## src/rtl/systolic_pkg.sv

```systemverilog
// Shared definitions for the systolic MAC array drain path.
//   MAC_W        : operand width of a single MAC
//   ARRAY_DEPTH  : number of MAC rows (accumulation length)
//   ACC_W        : accumulator width derived from the two above
//   drain_state_t: drain controller states
package systolic_pkg;
    localparam int MAC_W       = 8;
    localparam int ARRAY_DEPTH = 4;
    localparam int ACC_W       = 2 * MAC_W + ARRAY_DEPTH - 1;

    typedef enum logic [1:0] {
        IDLE,
        WAIT,
        COLLECT,
        FLUSH
    } drain_state_t;
endpackage

```

## src/rtl/sync_fifo.sv

```systemverilog
// Synchronous FIFO with synchronous active-high reset.
//   clk, rst            : clock, reset
//   push, push_data     : write request; ignored when full unless popping the same cycle
//   pop                 : read request; ignored when empty
//   pop_data            : head entry, or the last popped entry while empty
//   full, empty, count  : occupancy status
module sync_fifo #(
    parameter int WIDTH = 64,
    parameter int DEPTH = 4
) (
    input  logic                       clk,
    input  logic                       rst,
    input  logic                       push,
    input  logic [WIDTH-1:0]           push_data,
    input  logic                       pop,
    output logic [WIDTH-1:0]           pop_data,
    output logic                       full,
    output logic                       empty,
    output logic [$clog2(DEPTH):0]     count
);
    localparam int PTR_W = $clog2(DEPTH);
    localparam int CNT_W = PTR_W + 1;

    logic [WIDTH-1:0] mem [DEPTH];
    logic [PTR_W-1:0] wr_ptr;
    logic [PTR_W-1:0] rd_ptr;
    logic [CNT_W-1:0] cnt;
    logic [WIDTH-1:0] last_q;
    logic             wr_en;
    logic             rd_en;

    assign full  = (cnt == CNT_W'(DEPTH));
    assign empty = (cnt == '0);
    assign count = cnt;

    // A full FIFO still accepts a write when the head leaves in the same cycle.
    assign wr_en = push && (!full || pop);
    assign rd_en = pop && !empty;

    // While empty, keep presenting the most recently popped word.
    assign pop_data = empty ? last_q : mem[rd_ptr];

    always_ff @(posedge clk) begin
        if (rst) begin
            wr_ptr <= '0;
            rd_ptr <= '0;
            cnt    <= '0;
            last_q <= '0;
            for (int i = 0; i < DEPTH; i++) begin
                mem[i] <= '0;
            end
        end else begin
            if (wr_en) begin
                mem[wr_ptr] <= push_data;
                wr_ptr      <= wr_ptr + 1'b1;
            end
            if (rd_en) begin
                last_q <= mem[rd_ptr];
                rd_ptr <= rd_ptr + 1'b1;
            end
            case ({wr_en, rd_en})
                2'b10:   cnt <= cnt + 1'b1;
                2'b01:   cnt <= cnt - 1'b1;
                default: cnt <= cnt;
            endcase
        end
    end
endmodule

```

## src/rtl/systolic_drain.sv

```systemverilog
// Output collector at the bottom edge of the weight-stationary MAC array.
// Deskews the per-column accumulator results, reduces each element to OUT_W,
// buffers aligned vectors and hands them downstream on valid/ready.
// Build option SYSTOLIC_DRAIN_SAT_EN: saturate elements instead of truncating.
//   clk, rst      : clock, synchronous active-high reset
//   start         : one-cycle burst start pulse
//   num_vectors   : burst length N, sampled with start (0 = ignored)
//   acc_in        : bottom-row accumulators, column c at [c*ACC_W +: ACC_W]
//   out_data      : aligned vector, column c at [c*OUT_W +: OUT_W]
//   out_valid     : out_data valid
//   out_ready     : downstream accept
//   busy          : burst in progress
//   done          : one-cycle pulse at burst end
//   overflow      : sticky, an aligned vector was dropped on a full FIFO
//
// state   | meaning
// --------+-----------------------------------------------------------
// IDLE    | no burst; waiting for start with nonzero N
// WAIT    | pipeline latency until vector 0 is aligned
// COLLECT | push one aligned vector per cycle until N pushed
// FLUSH   | wait for the FIFO to drain, then pulse done
module systolic_drain
    import systolic_pkg::*;
#(
    parameter int COLS       = 4,
    parameter int ACC_W      = systolic_pkg::ACC_W,
    parameter int OUT_W      = 16,
    parameter int BASE_LAT   = 5,
    parameter int FIFO_DEPTH = 4,
    parameter int CNT_W      = 8
) (
    input  logic                   clk,
    input  logic                   rst,
    input  logic                   start,
    input  logic [CNT_W-1:0]       num_vectors,
    input  logic [COLS*ACC_W-1:0]  acc_in,
    output logic [COLS*OUT_W-1:0]  out_data,
    output logic                   out_valid,
    input  logic                   out_ready,
    output logic                   busy,
    output logic                   done,
    output logic                   overflow
);
    // Start edge to the edge of the first push is BASE_LAT+COLS-2 WAIT cycles;
    // the down-counter is loaded one below that so it terminates at zero.
    localparam int WAIT_LOAD = BASE_LAT + COLS - 3;
    localparam int WAIT_W    = $clog2(WAIT_LOAD + 1) + 1;
    localparam int FCNT_W    = $clog2(FIFO_DEPTH) + 1;

    drain_state_t          state;
    drain_state_t          state_nxt;
    logic [WAIT_W-1:0]     wait_cnt;
    logic [CNT_W-1:0]      remain;
    logic                  load;
    logic                  push;
    logic                  pop;
    logic                  done_nxt;
    logic                  done_q;
    logic                  overflow_q;
    logic [COLS*OUT_W-1:0] push_data;
    logic                  fifo_full;
    logic                  fifo_empty;
    logic [FCNT_W-1:0]     fifo_cnt;

    // Column c lags column 0 by c cycles; delaying it by COLS-1-c registers
    // lines every column up with the undelayed last column.
    for (genvar c = 0; c < COLS; c++) begin : g_col
        localparam int D = COLS - 1 - c;
        logic [ACC_W-1:0] col_val;

        if (D == 0) begin : g_nodly
            assign col_val = acc_in[c*ACC_W +: ACC_W];
        end else begin : g_dly
            logic [ACC_W-1:0] dly [D];
            always_ff @(posedge clk) begin
                if (rst) begin
                    for (int i = 0; i < D; i++) begin
                        dly[i] <= '0;
                    end
                end else begin
                    dly[0] <= acc_in[c*ACC_W +: ACC_W];
                    for (int i = 1; i < D; i++) begin
                        dly[i] <= dly[i-1];
                    end
                end
            end
            assign col_val = dly[D-1];
        end

`ifdef SYSTOLIC_DRAIN_SAT_EN
        // Any set bit above OUT_W means the value exceeds the output range.
        assign push_data[c*OUT_W +: OUT_W] =
            (|col_val[ACC_W-1:OUT_W]) ? {OUT_W{1'b1}} : col_val[OUT_W-1:0];
`else
        logic unused_hi;
        assign unused_hi = ^col_val[ACC_W-1:OUT_W];
        assign push_data[c*OUT_W +: OUT_W] = col_val[OUT_W-1:0];
`endif
    end

    sync_fifo #(
        .WIDTH (COLS * OUT_W),
        .DEPTH (FIFO_DEPTH)
    ) u_fifo (
        .clk       (clk),
        .rst       (rst),
        .push      (push),
        .push_data (push_data),
        .pop       (pop),
        .pop_data  (out_data),
        .full      (fifo_full),
        .empty     (fifo_empty),
        .count     (fifo_cnt)
    );

    assign out_valid = !fifo_empty;
    assign pop       = out_valid && out_ready;
    assign busy      = (state != IDLE);
    assign done      = done_q;
    assign overflow  = overflow_q;

    always_comb begin
        state_nxt = state;
        load      = 1'b0;
        push      = 1'b0;
        done_nxt  = 1'b0;
        case (state)
            IDLE: begin
                if (start && (num_vectors != '0)) begin
                    load      = 1'b1;
                    state_nxt = WAIT;
                end
            end
            WAIT: begin
                if (wait_cnt == '0) begin
                    state_nxt = COLLECT;
                end
            end
            COLLECT: begin
                push = 1'b1;
                if (remain == CNT_W'(1)) begin
                    state_nxt = FLUSH;
                end
            end
            FLUSH: begin
                if ((fifo_cnt == '0) || ((fifo_cnt == FCNT_W'(1)) && pop)) begin
                    state_nxt = IDLE;
                    done_nxt  = 1'b1;
                end
            end
            default: state_nxt = IDLE;
        endcase
    end

    always_ff @(posedge clk) begin
        if (rst) begin
            state      <= IDLE;
            wait_cnt   <= '0;
            remain     <= '0;
            done_q     <= 1'b0;
            overflow_q <= 1'b0;
        end else begin
            state  <= state_nxt;
            done_q <= done_nxt;
            // A dropped vector still counts toward the burst length.
            if (push && fifo_full && !pop) begin
                overflow_q <= 1'b1;
            end
            if (load) begin
                wait_cnt <= WAIT_W'(WAIT_LOAD);
                remain   <= num_vectors;
            end else begin
                if ((state == WAIT) && (wait_cnt != '0)) begin
                    wait_cnt <= wait_cnt - 1'b1;
                end
                if (push) begin
                    remain <= remain - 1'b1;
                end
            end
        end
    end
endmodule

```

## config.mk

```make
export PLATFORM = sky130hd
export DESIGN_NAME = systolic_drain
export DESIGN_NICKNAME = d
export VERILOG_FILES = /design/src/rtl/systolic_pkg.sv /design/src/rtl/sync_fifo.sv /design/src/rtl/systolic_drain.sv
export SDC_FILE = /design/constraint.sdc
export NUM_CORES = 1
export LEC_CHECK = 0
export BUFFER_PORTS_ARGS = -buffer_cell sky130_fd_sc_hd__buf_2
export CELL_PAD_IN_SITES_DETAIL_PLACEMENT = 0
export CELL_PAD_IN_SITES_GLOBAL_PLACEMENT = 1
export CORE_UTILIZATION = 53
export DETAILED_ROUTE_END_ITERATION = 8
export MAX_ROUTING_LAYER = met4
export PLACE_DENSITY_LB_ADDON = 0.1
export SLEW_MARGIN = 25
export SYNTH_ARGS = -nofsm -noshare
export SYNTH_HDL_FRONTEND = slang
export SYNTH_SLANG_ARGS = --single-unit
```

## constraint.sdc

```tcl
create_clock -name clk -period 11.3 [get_ports clk]
set_input_delay 1.13 -clock clk [delete_from_list [all_inputs] [get_ports clk]]
set_output_delay 1.13 -clock clk [all_outputs]
set_load 0.02 [all_outputs]
```

; Yosys cells after proc, flatten, opt, wreduce, memory -nomap -nowiden
; Memories as Yosys holds them, arrays and structs flattened. A register that Yosys moved wholly into a read port is not among the register bits.
; Index checks and enable logic that the tools add are counted.
[classes]
bitwise_logic = 6
n_eq_ne = 12
shifts = 0
order_cmp = 0
n_reduce_logical = 27
multipliers = 0
div_mod_pow = 0
muxes = 33
addsub = 6
[op_table]
columns = operator, n
row1 = 64-bit 2-to-1 mux, 2
row2 = 19-bit 2-to-1 mux, 6
row3 = 64-bit OR reduction, 1
row4 = 19-bit OR reduction, 1
row5 = 8-bit 2-to-1 mux, 2
row6 = 2-bit 2-to-1 mux, 7
row7 = 1-bit 2-to-1 mux, 12
row8 = 8-bit by 1-bit equality test with 1-bit output (second input constant), 1
row9 = 1-bit logical AND, 8
row10 = 2-bit != test (second input constant), 4
row11 = 2-bit case mux with 4 select lines, 1
row12 = 2-bit nonzero test, 4
row13 = 8-bit nonzero test, 1
row14 = 8-bit by 1-bit subtractor with 8-bit output (second input constant), 1
row15 = 2-bit equality test (second input constant), 3
row16 = 3-bit 2-to-1 mux, 2
row17 = 3-bit case mux with 2 select lines, 1
row18 = 1-bit bitwise OR, 5
row19 = 2-bit by 1-bit adder with 2-bit output (second input constant), 2
row20 = 2-bit by 1-bit equality test with 1-bit output (second input constant), 2
row21 = 4-bit logical NOT, 1
row22 = 4-bit AND reduction, 1
row23 = 4-bit nonzero test, 1
row24 = 2-bit OR reduction, 2
row25 = 10 further kinds, 13
[totals]
rom_bits = 0
output_inout_bits = 68
mem_count = 4
mem_bits_rw = 370
ff_bits = 87
latch_bits = 0
[mem_list]
columns = memory, depth, width, rd, rd_clocked_by_memory_dff, write_ports, line
row1 = u_fifo.mem, 4, 64, 1, 1, 4, sync_fifo.sv:24  ; logic [WIDTH-1:0] mem [DEPTH];
row2 = g_col[0].g_dly.dly, 3, 19, 3, 0, 3, systolic_drain.sv:74  ; logic [ACC_W-1:0] dly [D];
row3 = g_col[1].g_dly.dly, 2, 19, 2, 0, 2, systolic_drain.sv:74
row4 = g_col[2].g_dly.dly, 1, 19, 1, 0, 1, systolic_drain.sv:74

; Depth between registers and ports, before layout
[depth]
ltp_word = 10
depth_mapped = 10
mapped_depth_nobuf = 9

; By module
; From an unflattened synthesis, not the netlist that was laid out.
[unflattened]
cells_unflattened = 1194
area_unflattened_um2 = 17664.4
[modules_own_cells]
columns = mod, cells_per_inst, n_inst, area_per_inst_um2
row1 = sync_fifo, 885, 1, 14114.8
row2 = systolic_drain, 309, 1, 3549.7

; Worst setup path after synthesis
; Ideal clock, no wire load.
[synth_path]
kind = input to register
startpoint = input port out_ready
endpoint = memory u_fifo.mem[1][0], enable pin
required_ns = 10.801
arrival_time_ns = 4.414
path_buffers = 0
setup_ns = 0.499
path_stages = 3
setup_slack_ns = 6.386
cell_sequence = nand3b_1 -> nand3_1 -> o21bai_1
[synth_lines]
columns = item, line
row1 = "start, declared", systolic_drain.sv:39  ; input logic out_ready,
row2 = "end, declared", sync_fifo.sv:24

==> results.toml <==
[drt]
routed.top_layer = "met4"
wl_met1_mm = 16.3
wl_met2_mm = 17.5
first_pass_iters = 5
viasPerCell = 5.33
wl_met3_mm = 1.64
wl_mm = 36.2
drc = 0
ant_nets = 0
drtIter0Drc = 550
via_count = 10300
wire_per_inst_um = 18.8

[power_and_ir_drop]
power_density_nw_per_um2 = 216
total_power_w = 0.00443
vdd_drop_max_mv = 0.116
p_leak_nw = 8.22

[worst_setup_path]
worstSetupEndpointType = "primary output"
critPathMaxStageDelay_ns = 0.85
critPathTopFamily = "multiplexers"
worst_path_max_delay_cell = "dfxtp_4"
crit_buf_inv = 2
path_max_fanout = 35
start_kind = "flop"
rr_endpoint = "u_fifo.rd_ptr[0]$_SDFFE_PP0P_"
rrSetupSlack_ns = 7.87
arrival_ns = 3.17
worstPathRequired_ns = 10.17
reg2reg_depth = 9
path_cells = "buf_4, mux4_2, mux2_2, buf_2"
path_class = "flop to primary output"
reg2reg_from = "u_fifo.count[0]$_SDFFE_PP0P_"

[global_route]
grt_pass1_wl_mm = 56.2
grt_max_degree = 127
grt_antenna_before_repair = 2
first_global_vias = 10000
overflow = 0
grt_use_total = 0.221

[sta]
fin_crit_ns = 4.30
tightest_slew_ns = 0.908
setup_viol = 0
finalHoldViolCount = 0
post-route-period-util = 0.380
slew_headroom = 0.394
fin_ws_ns = 7.00
rsz0062_at_grt = "false"
fmax_mhz = 233
timing.final.max_slew_violations = 0
hold_slack_ns = 0.430
fin_tns_setup_ns = 0
finClkSkew_ns = 0.0169

[clock_tree]
cts_resized = 0
post_cts_buffers = 0
tritoncts = "done"
hold_buffers = 0
cts.sinks = 441
root_buffer = "clkbuf_16"
cts_max_path_buffers = 3
clk_latency_ns = 0.54
cts_max_level = 2
clkTransAtPathRegs_ns = 0.06
cts_buffers = 45

[min_path]
min_path_cells = 1
holdPathEnd = "g_col[1].g_dly.dly[0][28]$_SDFF_PP0_"
worst_hold_path_type = "flop to flop"
min_from = "g_col[1].g_dly.dly[0][9]$_SDFF_PP0_"

[placed_design]
hpwl_mm = 18.5
pre_cts_slack_ns = 6.97
port-buffer-count = 143
place_congestion = 0.727

[final_layout]
num-nets-final = 1545
area_growth_pct = 14.9
drive_above_1_share = 0.255
fillerInstances = 2606

[yosys]
avgSynthCellArea_um2 = 13.4
yosys-top-cells-count = "256 x edfxtp_1, 185 x dfxtp_1, 137 x nand2_1, 129 x and2_1, 128 x and3_1"
synth_area_leader_cell = "edfxtp_1"
ys_types = 46
synth_cells = 1338
synth-seq-area-share = 0.638
synth_area_leaders = "edfxtp_1 43%, dfxtp_1 21%, mux4_2 8.1%"
synth_flop_cell = "edfxtp_1"
synth_edf_count = 256
yosysMostFrequentCell = "edfxtp_1"
yosysWarnings = 0
synth_area_um2 = 17900
async_flop_share = 0
syn_nets = 1439
synth_seq_cells = 441
synth_top_area_frac = 0.430

[die]
core-area_um2 = 32900
die_y_um = 186
ios = 156
num_rows = 66
die_w_um = 186
start_util = 0.544
dieArea_um2 = 34400

[run_status]
status = "complete, no violations"

[flow_run]
cap_violations = 0
## layout by cell type (no fill, tap or decap), types with 11 or more instances in the layout
cell type | Yosys | layout
nand2_1 | 137 | 136
and3_1 | 128 | 128
buf_2 | 13 | 142
dfxtp_1 | 185 | 183
and2_1 | 129 | 129
ha_1 | 13 | 13
nor2_1 | 21 | 20
mux2_2 | 64 | 64
nor2b_1 | 98 | 96
clkbuf_16 | 0 | 47
xor2_1 | 11 | 11
a21oi_1 | 68 | 68
mux4_2 | 64 | 64
edfxtp_1 | 256 | 256
## worst max-delay path by stage
stage	from	endpoint	slack [ns]	cells past startpoint
floorplan	out_ready	u_fifo.mem[1][0]$_SDFFCE_PN0P_	6.39	3
global placement	rst	u_fifo.mem[2][28]$_SDFFCE_PN0P_	6.99	4
detailed placement	rst	u_fifo.mem[2][27]$_SDFFCE_PN0P_	6.97	4
CTS	flop	out_data[16]	6.89	4
global route	flop	out_data[22]	6.75	4
finish	flop	out_data[19]	7.00	4
## power by group
part           internal, W  switching, W  total (W)  leakage, nW
combinational     0.000419      0.000588    0.00101         3.30
sequential         0.00183     0.0000966    0.00193         4.16
clock             0.000897      0.000593    0.00149        0.747
total              0.00315       0.00128    0.00443         8.22
## layer usage
| metal | vias to the layer above | track usage |
|---|---|---|
| met1 | 4980 | 0.288 |
| met2 | 247 | 0.365 |
| li1 | 4977 | - |
| met4 | 0 | 0.0636 |
| met3 | 56 | 0.0297 |
| met5 | - | - |
## kinds of logic (layout without fill, tap and decap cells)
logic type	Yosys count	after routing	synth area share
mux	130	130	0.122
fa+ha+maj	13	13	0.00911
buf+inv	112	255	0.0267
xor+xnor	16	16	0.00784
other cells	0	2	0
simple gates	536	536	0.167
flops	441	441	0.638
compound gates	90	90	0.0292
## area by class of cell
class | instances | area [um^2] | area share
tap | 442 | 553 | 0.0269
antenna | 2 | 5.00 | 0.000244
timing repair buffer | 159 | 938 | 0.0457
multi-input combinational | 785 | 6070 | 0.296
clock inverter | 21 | 200 | 0.00975
inverter | 12 | 47.5 | 0.00232
sequential | 441 | 11400 | 0.555
clock buffer | 63 | 1310 | 0.0637
## sequential cells by signal (all words and copies together) (netlist names), named ones only
name	count
wait_cnt	4
u_fifo.count	3
remain	8
u_fifo.wr_ptr	2
done	1
u_fifo.rd_ptr	2
g_col.g_dly.dly	96
state	2
u_fifo.mem	256
overflow	1
u_fifo.last_q	64
## per-stage QoR
| stage | utilization | std cells | area [um^2] |
|---|---|---|---|
| floorplan | - | 1338 | 17900 |
| global placement | 0.574 | 1834 | 18900 |
| detailed placement | 0.576 | 1836 | 18900 |
| CTS | 0.622 | 1920 | 20400 |
| global route | 0.624 | 1925 | 20500 |
| finish | 0.624 | 1925 | 20500 |
(Power assumes the default switching activity.)
